`src/rtl/mem_arbiter.sv`:
```
// mem_arbiter: round-robin arbiter and access sequencer letting a CPU port and a DMA port share one memory port.
module mem_arbiter #(
  parameter int WAIT_CYCLES = 0
) (
  input  logic        clk,
  input  logic        reset,
  input  logic        cpu_req,
  input  logic        cpu_we,
  input  logic [15:0] cpu_addr,
  input  logic [15:0] cpu_wdata,
  output logic [15:0] cpu_rdata,
  output logic        cpu_ready,
  input  logic        dma_req,
  input  logic        dma_we,
  input  logic [15:0] dma_addr,
  input  logic [15:0] dma_wdata,
  output logic [15:0] dma_rdata,
  output logic        dma_ready,
  output logic [15:0] MARReg,
  output logic [15:0] mdrOut,
  output logic        memWE,
  input  logic [15:0] memOut,
  output logic        busy
);
  typedef enum logic [1:0] {IDLE, ACCESS, DONE} state_t;
  state_t state, state_nx;
  logic [2:0] cnt;
  logic we_q, gnt_id, last_grant;
  logic grant, gnt_dma, fin;
  // gnt_id/last_grant: 0 = CPU, 1 = DMA; a tie goes to whoever did not win last
  always_comb begin
    grant = cpu_req | dma_req;
    gnt_dma = dma_req & (!cpu_req | !last_grant);
    fin = cnt == 3'(WAIT_CYCLES);
    state_nx = state == IDLE ? (grant ? ACCESS : IDLE) :
               state == ACCESS ? (fin ? DONE : ACCESS) : IDLE;
    memWE = state == ACCESS && we_q && cnt == 3'd0;
    cpu_ready = state == DONE && !gnt_id;
    dma_ready = state == DONE && gnt_id;
    busy = state != IDLE;
  end
  always_ff @(posedge clk or negedge reset) begin
    if (!reset) begin
      state <= IDLE;
      cnt <= 3'd0;
      we_q <= 1'b0;
      gnt_id <= 1'b0;
      last_grant <= 1'b1;
      MARReg <= 16'h0;
      mdrOut <= 16'h0;
      cpu_rdata <= 16'h0;
      dma_rdata <= 16'h0;
    end else begin
      state <= state_nx;
      if (state == IDLE && grant) begin
        MARReg <= gnt_dma ? dma_addr : cpu_addr;
        mdrOut <= gnt_dma ? dma_wdata : cpu_wdata;
        we_q <= gnt_dma ? dma_we : cpu_we;
        gnt_id <= gnt_dma;
        last_grant <= gnt_dma;
        cnt <= 3'd0;
      end
      if (state == ACCESS) begin
        if (!fin) cnt <= cnt + 3'd1;
        if (fin && !we_q && !gnt_id) cpu_rdata <= memOut;
        if (fin && !we_q && gnt_id) dma_rdata <= memOut;
      end
    end
  end
endmodule

```
`config.mk`:
```
export PLATFORM = sky130hd
export DESIGN_NAME = mem_arbiter
export DESIGN_NICKNAME = d
export VERILOG_FILES = /design/src/rtl/mem_arbiter.sv
export SDC_FILE = /design/constraint.sdc
export NUM_CORES = 1
export LEC_CHECK = 0
export ABC_AREA = 0
export ABC_CLOCK_PERIOD_IN_PS = 4800
export CORE_ASPECT_RATIO = 0.6
export CORE_MARGIN = 8
export CORE_UTILIZATION = 44
export DETAILED_ROUTE_END_ITERATION = 6
export PLACE_DENSITY = 0.85
export SLEW_MARGIN = 25
export SYNTH_ARGS = -nofsm -noshare
export SYNTH_HDL_FRONTEND = slang
export SYNTH_SLANG_ARGS = --single-unit
```
`constraint.sdc`:
```
create_clock -name clk -period 4.8 [get_ports clk]
set_clock_uncertainty 0.05 [all_clocks]
set_input_delay 1.2 -clock clk [delete_from_list [all_inputs] [get_ports clk]]
set_output_delay 1.2 -clock clk [all_outputs]
set_load 0.03 [all_outputs]
```
==> metrics.md <==
| Metric | Value |
|---|---|
| Post-synthesis area per instance | `approximately 16 µm²` |
| Clock transition at path regs | `0.05 ns` |
| Hold EP | `mdrOut[6]$_DFFE_PN0P_` |
| Seq cells post-synth | `72` |
| Sequential area share after synthesis | `0.5542` |
| Hold Path Cell Cnt | `1` |
| Final std cells w/o fill | `460` |
| Final setup violation count | `0` |
| Initial Util | `0.4514` |
| Hpwl dp | `6.534 mm` |
| Total power draw | `3.659 mW` |
| Critical path type | `reg -> out` |
| Mapped Area | `3253 µm²` |
| Most frequent cells in the layout | `152 x clkdlybuf4s50_1, 90 x mux2_2, 71 x dfrtp_1` |
| Share of cells above drive strength 1 | `0.3360` |
| # hold bufs at CTS | `0` |
| Root buf cell | `clkbuf_16` |
| Initial antenna violation count | `0` |
| Htree depth | `3` |
| Max_slew headroom | `0.4059` |
| Crit path launch type | `register` |
| Die outline height | `82.61 µm` |
| # rows | `24` |
| Fmax | `0.2970 GHz` |
| Placer Congestion | `0.7545` |
| CTS Sinks | `72` |
| Iteration-0 DRC count of the detailed router | `roughly 120` |
| Fin crit share | `0.7015` |
| Most common cell after layout, fill and taps aside | `clkdlybuf4s50_1` |
| Unrepaired setup endpoints after global routing | `false` |
| Routed length per instance | `18.97 µm` |
| Routed Antenna Nets | `0` |
| Area of the die | `10,490 µm²` |
| Number of buffers on the longest clock path | `2` |
| Max VDD drop | `0.3960 mV` |
| Final #Nets | `452` |
| Clock latency on the worst-skew pair | `0.32 ns` |
| CTS resizes | `0` |
| Crit path capture type | `output pin` |
| GR Util All Layers | `0.1660` |
| Pin count of the biggest net entering global routing | `73` |
| Slew Limit Fails | `0` |
| Setup bufs post-CTS | `0` |
| WL final | `8.724 mm` |
| Total negative slack | `0 ns` |
| Worst-Margin Slew | `between 0.8 and 0.9 ns` |
| Chip width | `127.0 µm` |
| Ratio of total power to cell area | `713.4 nW/µm²` |
| Reg2reg start | `last_grant$_DFFE_PN1P_` |
| Synth unique cells | `26` |
| DRC viols | `0` |
| CTS tree | `yes` |
| Vias per Instance | `4.954` |
| Global-route wire length before repair | `13.30 mm` |
| Inserted Clock Buffers | `9` |
| Hold Path Origin | `mdrOut[6]$_DFFE_PN0P_` |
| # port buffers | `153` |
| Routed via count | `2,279` |
| Hold slack | `0.4540 ns` |
| Initial DRT Pass Iterations | `4` |
| Core Region | `7207 µm²` |
| RR Endpoint | `mdrOut[3]$_DFFE_PN0P_` |
| Placed cell count | `444` |
| R2R depth | `4` |
| Worst Hold Class | `reg -> reg` |
| Vias in the first global route | `2,517` |
| Area growth syn-to-layout | `57.65%` |
| Syn Inst Count | `approximately 210` |
| Pleak | `2.149 nW` |
| Antenna cells | `0` |
| IO Pins | `154` |
| Flop2flop setup slack | `roughly 2.8 ns` |
| WP data arrival | `2.12 ns` |
| GR Overflow Total | `0` |
| Synthesized net count | `about 300` |
| Outcome | `finished clean` |
| Worst Path Required | `roughly 3.6 ns` |
| Final Hold Viols | `0` |
| Max Cap Viol | `0` |
| Yosys warnings | `0` |
| Minimum clock period | `roughly 3.4 ns` |
| Worst-path fanout max | `4` |
critical path, cell delays in order (launching register included):
cell             delay (ns)
dfrtp_1                0.39
inv_1                  0.08
ha_1                   0.18
and4bb_4               0.30
and2_1                 0.14
clkdlybuf4s50_1        0.71
worst max-delay path by stage:
stage / startpoint / endpoint / cells past startpoint
4_1_cts: cnt[0]$_DFF_PN0_ / memWE / 5
6_report: cnt[0]$_DFF_PN0_ / memWE / 5
3_5_place_dp: dma_req / we_q$_DFFE_PN0P_ / 5
3_3_place_gp: dma_req / we_q$_DFFE_PN0P_ / 5
2_1_floorplan: dma_req / MARReg[0]$_DFFE_PN0P_ / 4
5_1_grt: cnt[0]$_DFF_PN0_ / memWE / 5
cell type report:
type | count | area (µm²)
Fill cell | 508 | 2078
Sequential cell | 72 | 1803
Timing Repair Buffer | 154 | 1536
Multi-Input combinational cell | 124 | 1379
Clock buffer | 13 | 270.3
Tap cell | 91 | 113.9
Clock inverter | 3 | 15.01
Inverter | 3 | 11.26
cells in the mapped netlist (all sizes together):
| library cell | instances | area share |
|---|---|---|
| mux2 | 100 | 0.36 |
| dfrtp | 71 | 0.55 |
| buf | 7 | 0.018 |
| nor2 | 4 | 0.0096 |
| inv | 3 | 0.0035 |
| nand2 | 3 | 0.0058 |
| o22ai | 3 | 0.0058 |
| ha | 2 | 0.0077 |
| a21boi | 1 | 0.0035 |
| and2 | 1 | 0.0019 |
| and2b | 1 | 0.0023 |
| and3b | 1 | 0.0027 |
| and4bb | 1 | 0.0050 |
| clkbuf | 1 | 0.0023 |
| dfstp | 1 | 0.0081 |
| mux2i | 1 | 0.0031 |
| nand2b | 1 | 0.0019 |
| nand3b | 1 | 0.0062 |
| nor3b | 1 | 0.0023 |
| o21ai | 1 | 0.0015 |
| or2 | 1 | 0.0027 |
| or3 | 1 | 0.0019 |
kinds of logic after synthesis:
| group | Yosys count | synth area share |
|---|---|---|
| simple gates | 16 | 0.04232 |
| compound gates | 5 | 0.01077 |
| buf+inv | 11 | 0.02423 |
| fa+ha+maj | 2 | 0.007691 |
| mux | 101 | 0.3608 |
| flops | 72 | 0.5542 |
sequential cells by signal, indices dropped and copies added (netlist names):
register and count:
state 2, gnt_id 1, cpu_rdata 16, MARReg 16, mdrOut 16, we_q 1
last_grant 1, cnt 3, dma_rdata 16
layer usage:
layer,track usage,vias up,part of all wire
li1,-,1058,-
met1,0.1781,1126,0.41
met2,0.2814,89,0.48
met3,0.09487,6,0.11
met4,0.04599,0,0.0064
met5,0,-,0
report_power, final:
| group | internal (mW) | leakage (nW) | switching [mW] |
|---|---|---|---|
| sequential | 0.914 | 0.847 | 0.172 |
| combinational | 0.953 | 1.16 | 0.996 |
| clock | 0.389 | 0.145 | 0.236 |
| total | 2.26 | 2.15 | 1.40 |
through the flow:
stage / cell area [µm²] / utilization / setup slack, ns
2_1_floorplan: 3253 / - / 2.329
3_3_place_gp: 4843 / 0.6720 / 1.529
3_5_place_dp: 4843 / 0.6720 / 1.498
4_1_cts: 5129 / 0.7116 / 1.403
5_1_grt: 5129 / 0.7116 / 1.315
6_report: 5129 / 0.7116 / 1.433
(Power assumes the default switching activity.)
